File: src/rtl/sdram_cmd_sequencer.sv
// sdram_cmd_sequencer
//   Registered FSM producing SDRAM command codes, addresses and the mode word for
//   a downstream command truth-table decoder. It runs the power-up init sequence
//   (wait, PALL, 2x REF, MRS) and then periodic auto-refresh. It also serves
//   single-word read and write accesses as ACT followed by READA or WRITA, which
//   use auto-precharge.
//
// Ports
//   clk, rst_n            clock, synchronous active-low reset
//   req_valid/req_ready   request handshake (transfer on valid && ready)
//   req_write, req_addr   access type and {bank[21:20], row[19:8], col[7:0]}
//   command               4-bit command code; NOP on every cycle without a command
//   addr_out              captured address on ACT/READA/WRITA cycles, else 0
//   mrs                   constant mode-register word
//   init_done             high from the first IDLE entry until reset
//   wr_strobe             high in the WRITA cycle (datapath drives DQ)
//   rd_strobe             high CAS_LAT cycles after READA (datapath samples DQ)
module sdram_cmd_sequencer #(
  parameter int          T_INIT    = 20000,
  parameter int          T_RP      = 2,
  parameter int          T_RFC     = 7,
  parameter int          T_MRD     = 2,
  parameter int          T_RCD     = 2,
  parameter int          CAS_LAT   = 2,
  parameter int          T_WR      = 2,
  parameter int          T_REFI    = 780,
  parameter logic [11:0] MRS_VALUE = 12'h020
) (
  input  logic        clk,
  input  logic        rst_n,
  input  logic        req_valid,
  output logic        req_ready,
  input  logic        req_write,
  input  logic [21:0] req_addr,
  output logic [3:0]  command,
  output logic [21:0] addr_out,
  output logic [11:0] mrs,
  output logic        init_done,
  output logic        wr_strobe,
  output logic        rd_strobe
);

  // One counter width covers the longest wait (init or refresh interval).
  localparam int MAXT = (T_INIT > T_REFI) ? T_INIT : T_REFI;
  localparam int CW   = $clog2(MAXT + 1);

  // Command codes. DESL (0000) exists in the decoder but is never issued here.
  localparam logic [3:0] CMD_NOP   = 4'b0001;
  localparam logic [3:0] CMD_MRS   = 4'b0010;
  localparam logic [3:0] CMD_ACT   = 4'b0011;
  localparam logic [3:0] CMD_READA = 4'b0101;
  localparam logic [3:0] CMD_WRITA = 4'b0111;
  localparam logic [3:0] CMD_PALL  = 4'b1001;
  localparam logic [3:0] CMD_REF   = 4'b1011;

  typedef struct packed {
    logic        write;
    logic [21:0] addr;
  } req_t;

  // Each state names the action taken once wait_cnt has drained to zero.
  typedef enum logic [2:0] {
    INIT_WAIT,
    INIT_REF1,
    INIT_REF2,
    INIT_MRS,
    GO_IDLE,
    IDLE,
    ACCESS
  } state_t;

  state_t          state;
  req_t            cap;
  logic [CW-1:0]   init_cnt;
  logic [CW-1:0]   wait_cnt;
  logic [CW-1:0]   ref_cnt;
  logic            ref_pending;
  logic [CAS_LAT:0] rd_pipe;
  logic            ref_set;
  logic            ref_hold;

  // ref_set fires on the same edge that raises ref_pending. req_ready uses it so
  // that the ready flag drops in the same cycle the refresh becomes pending.
  always_comb begin
    ref_set  = init_done && (ref_cnt == CW'(T_REFI - 1));
    ref_hold = ref_pending || ref_set;
  end

  // rd_pipe[0] is loaded on the READA edge; its last stage lands CAS_LAT cycles later.
  assign rd_strobe = rd_pipe[CAS_LAT];

  always_ff @(posedge clk) begin
    if (!rst_n) begin
      state       <= INIT_WAIT;
      command     <= CMD_NOP;
      addr_out    <= '0;
      req_ready   <= 1'b0;
      init_done   <= 1'b0;
      wr_strobe   <= 1'b0;
      rd_pipe     <= '0;
      init_cnt    <= '0;
      wait_cnt    <= '0;
      ref_cnt     <= '0;
      ref_pending <= 1'b0;
      cap         <= '0;
      mrs         <= MRS_VALUE;
    end else begin
      mrs       <= MRS_VALUE;
      command   <= CMD_NOP;
      addr_out  <= '0;
      wr_strobe <= 1'b0;
      rd_pipe   <= {rd_pipe[CAS_LAT-1:0], 1'b0};

      // Refresh interval timer. At most one refresh can be pending at a time.
      if (init_done) begin
        if (ref_set) ref_cnt <= '0;
        else         ref_cnt <= ref_cnt + CW'(1);
      end
      if (ref_set) ref_pending <= 1'b1;

      // A command loads wait_cnt with gap-1. The next action runs on the first
      // edge after the counter has drained to zero.
      if (wait_cnt != '0) begin
        wait_cnt <= wait_cnt - CW'(1);
      end else begin
        unique case (state)
          INIT_WAIT: begin
            if (init_cnt == CW'(T_INIT)) begin
              command  <= CMD_PALL;
              wait_cnt <= CW'(T_RP - 1);
              state    <= INIT_REF1;
            end else begin
              init_cnt <= init_cnt + CW'(1);
            end
          end
          INIT_REF1: begin
            command  <= CMD_REF;
            wait_cnt <= CW'(T_RFC - 1);
            state    <= INIT_REF2;
          end
          INIT_REF2: begin
            command  <= CMD_REF;
            wait_cnt <= CW'(T_RFC - 1);
            state    <= INIT_MRS;
          end
          INIT_MRS: begin
            command  <= CMD_MRS;
            wait_cnt <= CW'(T_MRD - 1);
            state    <= GO_IDLE;
          end
          GO_IDLE: begin
            init_done <= 1'b1;
            req_ready <= !ref_hold;
            state     <= IDLE;
          end
          IDLE: begin
            if (req_valid && req_ready) begin
              command   <= CMD_ACT;
              addr_out  <= req_addr;
              cap       <= '{write: req_write, addr: req_addr};
              req_ready <= 1'b0;
              wait_cnt  <= CW'(T_RCD - 1);
              state     <= ACCESS;
            end else if (ref_pending) begin
              command     <= CMD_REF;
              ref_pending <= ref_set;
              req_ready   <= 1'b0;
              wait_cnt    <= CW'(T_RFC - 1);
              state       <= GO_IDLE;
            end else begin
              req_ready <= !ref_set;
            end
          end
          ACCESS: begin
            addr_out <= cap.addr;
            if (cap.write) begin
              command   <= CMD_WRITA;
              wr_strobe <= 1'b1;
              // Auto-precharge begins after write recovery, then tRP.
              wait_cnt  <= CW'(T_WR + T_RP - 1);
            end else begin
              command    <= CMD_READA;
              rd_pipe[0] <= 1'b1;
              // Auto-precharge overlaps the CAS latency; the bank is free after CL + tRP.
              wait_cnt   <= CW'(CAS_LAT + T_RP - 1);
            end
            state <= GO_IDLE;
          end
          default: state <= INIT_WAIT;
        endcase
      end
    end
  end

endmodule

File: config.mk
export PLATFORM = sky130hd
export DESIGN_NAME = sdram_cmd_sequencer
export DESIGN_NICKNAME = d
export VERILOG_FILES = /design/src/rtl/sdram_cmd_sequencer.sv
export SDC_FILE = /design/constraint.sdc
export NUM_CORES = 1
export LEC_CHECK = 0
export ABC_AREA = 1
export CAP_MARGIN = 20
export CORE_AREA = 2 2 97 99
export CTS_CLUSTER_SIZE = 16
export DETAILED_ROUTE_END_ITERATION = 8
export DIE_AREA = 0 0 99 101
export PLACE_DENSITY = 0.79
export SYNTH_ARGS = -nofsm -noshare
export SYNTH_HDL_FRONTEND = slang
export SYNTH_SLANG_ARGS = --single-unit
File: constraint.sdc
create_clock -name clk -period 4.1 [get_ports clk]
set_input_delay 1.025 -clock clk [delete_from_list [all_inputs] [get_ports clk]]
set_output_delay 1.025 -clock clk [all_outputs]
set_load 0.05 [all_outputs]
Word-level counts from Yosys, hierarchy flattened --
Cells that the tools add are included.
Storage, ports and cells: flip-flop bits (word level) 104, input port bits 26, logic and storage cells 79
Cells by class: $add $sub $neg 3, equal/unequal tests 12, multiplexer cells 27, bitwise logic cells 4, reductions and logical operators 19
Operators by type and width (count):
- 15-bit 2-to-1 mux | 5
- 15-bit one-hot mux with 5 select lines | 1
- 22-bit one-hot mux with 2 select lines | 1
- 15-bit by 1-bit adder with 15-bit output (second input constant) | 2
- 22-bit 2-to-1 mux | 1
- 4-bit one-hot mux with 5 select lines | 1
- 3-bit one-hot mux with 6 select lines | 1
- 15-bit by 10-bit equality test with 1-bit output (second input constant) | 1
- 15-bit equality test (second input constant) | 1
- 15-bit nonzero test | 1
- 15-bit by 1-bit subtractor with 15-bit output (second input constant) | 1
- 4-bit 2-to-1 mux | 3
- 3-bit AND reduction | 4
- 3-bit equality test (second input constant) | 3
- 1-bit 2-to-1 mux | 9
- 3-bit 2-to-1 mux | 3
- 3-bit by 2-bit equality test with 1-bit output (second input constant) | 2
- 3-bit != test (second input constant) | 2
- 6-bit nonzero test | 1
- 2-bit OR reduction | 3
- 4-bit != test (second input constant) | 1
- 1-bit inverter | 4
- 2-bit AND reduction | 2
- 3-bit by 1-bit equality test with 1-bit output (second input constant) | 1
- other kinds (9) | 11

Longest topological paths before layout --
depth in word-level cells 7, mapped depth 11, mapped depth without buffers 11

Worst setup path after synthesis --
Ideal clock, no wire load.
path type input port to flip-flop, from in req_valid, to reg cap[10] (netlist name), library setup time 116 ps, arrival 1863 ps, data required time 3984 ps, slack 2121 ps, cell stages on the path 8, buffers on the path 1, cell sequence nand2_1 nor2_8 inv_2 nor2_4 inv_2 buf_6 o21ai_1 a21oi_1
On the way: longest elaborated chain between the ends 2
Ends and longest elaborated chain:
- start: declaration | RTL line 31 | input logic req_valid,
- 1-bit logical AND | RTL line 157 | if (req_valid && req_ready) begin
- 3-bit AND reduction (no source line)
- end signal: assignment | RTL line 160 | cap <= '{write: req_write, addr: req_addr};
- end: declaration | RTL line 73 | req_t cap;
No other way between the ends. A chain may end at the register's enable or synchronous reset.

Final worst setup path --
from reg init_done, to out init_done
RTL lines:
- start: declaration | RTL line 38 | output logic init_done,
- start signal: assignment | RTL line 98 | init_done <= 1'b0;
- start signal: assignment | RTL line 152 | init_done <= 1'b1;
No word-level cell between the ends.

==> reports/metrics.yaml <==
power_density_nw_per_um2: 453
hp-class: "flip-flop to flip-flop"
synth-edff-count: 0
synth_warnings: 0
core_sq_um: 8980
path_clk_slew_ns: 0.09
fin_crit_sh: 0.661
finalSetupTns_ns: 0
finClkSkew_ns: 0.00871
maxSlewHeadroom: 0.481
cts_buffers: 9
setup_viol: 0
rr_worst_depth: 9
synthArstFlopShare: 0
max-clock-path-buffers: 2
port_buffers: 55
synth_top_area_cell: "dfxtp_1"
wl_microns: 10400
n_antenna_cell: 0
grt_pass1_vias: 3943
root_buffer: "clkbuf_8"
die_x_microns: 99
grt.total_usage: 0.212
place_ws_ns: 1.14
ios: 68
fin_ws_ns: 1.39
cp_top_family: "buffers and inverters"
antenna_found_initial: 0
wl_per_cell_microns: 12.6
start_kind: "flip-flop"
start_util: 0.535
areaGrowthSynthToFinish_pct: 15.0
max_cap_viol_count: 0
hold_viol: 0
tritoncts: "built"
netlist.area_leader.share: 0.434
irDropWorstVdd_mv: 0.221
die_area_sq_um: 10000
ys_top_cells_by_area: "dfxtp_1 (43%), nand2_1 (8.4%), nor2_1 (7.8%)"
cts.sinks: 104
hold_buffers: 0
drc: 0
cp_slowest_cell: "clkdlybuf4s50_1"
drive_above_1_share: 0.0533
synth_cell_types: 34
holdPathStages: 2
max_stage_delay_ns: 0.86
ys_ff_latch: 104
rr_endpoint: "init_cnt[13]$_SDFFE_PN0P_"
cts_htree_levels: 3
first_iter_violations: 311
endpoint_kind: "output pin"
fmax_mhz: 369
grt-busiest-layer: "met2"
post_cts_buffers: 0
synth-main-ff-cell: "dfxtp_1"
hold_path_end: "rd_pipe[1]$_SDFF_PN0_"
arrival_ns: 1.69
critPathKind: "flip-flop to output pin"
status: "finished, final reports clean"
fp-row-count: 35
r2r_slack_ns: 1.74
grt_max_degree: 46
use_met2: 0.339
gp_congestion: 0.893
die-height_microns: 101
fin_nets: 739
slew_viol_final: 0
crit_cells: 1
cts.repair.resized: 0
tightest_slew_ns: 0.779
netlist_instances: 659
grt_pass1_wl_microns: 17500
yosysSeqAreaShare: 0.434
period_needed_ns: 2.71
path_buf_inv: 1
dp_hpwl_microns: 7450
hp-start: "rd_pipe[0]$_SDFF_PP0_"
synth_area_sq_um: 4800
ant_nets: 0
final_core_util: 0.615
vias: 4328
avgSynthCellArea_sq_um: 7.28
path_max_fanout: 6
grt_use_met1: 0.277
viasPerCell: 5.25
grtUsageMet3: 0.0485
dr.pass1.iters: 5
grt_overflow: 0
leakage_nw: 2.09
crit_chain: "clkdlybuf4s50_1"
rsz0062_at_grt: "no"
clock_latency_ns: 0.36
r2r_start: "wait_cnt[0]$_SDFFE_PN0P_"
crit_required_ns: 3.07
[per-stage QoR]
step / instance area, sq um / instances / hold WS, ns / power [W]
after detailed placement: 5340 / 807 / 0.414 / 0.00195
after global placement: 5340 / 807 / 0.404 / 0.00192
final: 5520 / 824 / 0.425 / 0.00250
after global routing: 5520 / 824 / 0.447 / 0.00267
after CTS: 5500 / 823 / 0.434 / 0.00251
after floorplan: 4840 / 669 / 0.390 / 0.00179
[synthesized netlist by cell type (2+ instances only)]
library cell,n
nand2_2,2
dfxtp_1,104
buf_2,5
xor2_1,9
nor4_1,3
conb_1,2
a21oi_1,51
nor2_2,5
inv_2,4
ha_1,5
o21ai_0,18
inv_1,79
nand2_4,2
nand2_1,108
clkbuf_1,8
nor2_1,100
xnor2_1,5
o21ai_1,17
nor3_1,20
buf_4,14
buf_6,5
nor2_4,5
nand3_1,48
nand4_1,9
a22oi_1,22
[report_power, final]
group	leakage, nW	switching [W]	internal, W
logic	1.17	0.000532	0.000258
registers	0.840	0.0000585	0.00109
clock network	0.0770	0.000341	0.000223
total	2.09	0.000932	0.00157
[routing by layer]
layer,vias to the layer above,wire (microns),part of all wire
li1,2208,-,-
met2,144,4740,0.46
met4,0,189,0.018
met3,20,782,0.075
met5,-,0,0
met1,1956,4660,0.45
[cell type report]
class | instances | area (sq um)
fillers | 790 | 3460
multi-input cells | 450 | 2230
flip-flops and latches | 104 | 2080
repair buffers | 60 | 596
inverters | 83 | 312
well taps | 111 | 139
clock buffers | 12 | 135
clock inverters | 4 | 28.8
[how the worst max path moves through the flow]
stage / from / end
floorplan: req_valid / cap[10]$_SDFFE_PN0P_
finish: init_done$_SDFFE_PN0P_ / init_done
CTS: init_done$_SDFFE_PN0P_ / init_done
global route: init_done$_SDFFE_PN0P_ / init_done
global placement: req_valid / cap[2]$_SDFFE_PN0P_
detailed placement: req_valid / cap[2]$_SDFFE_PN0P_
[logic make-up after synthesis]
group,after synthesis,synth area share
fa+ha+maj,5,0.0130
xor+xnor,14,0.0255
compound gates,115,0.136
simple gates,304,0.281
buf+inv,115,0.110
other cells,2,0.00156
flops,104,0.434
[cell usage in the layout, fill, tap and decap left out, drive strengths merged, types with 20 or more instances in the layout]
| cell | count |
|---|---|
| nand2 | 112 |
| nor2 | 111 |
| dfxtp | 104 |
| inv | 84 |
| clkdlybuf4s50 | 55 |
| a21oi | 51 |
| nand3 | 48 |
| o21ai | 36 |
| a22oi | 22 |
| nor3 | 20 |
[sequential cells by signal, summed over array words and instances (netlist names)]
| signal | cells |
|---|---|
| init_cnt | 15 |
| cap | 23 |
| state | 3 |
| command | 4 |
| ref_pending | 1 |
| rd_pipe | 3 |
| ref_cnt | 15 |
| addr_out | 22 |
| wait_cnt | 15 |
| init_done | 1 |
| req_ready | 1 |
| wr_strobe | 1 |
Note: power is estimated with default switching activity, not from simulation.
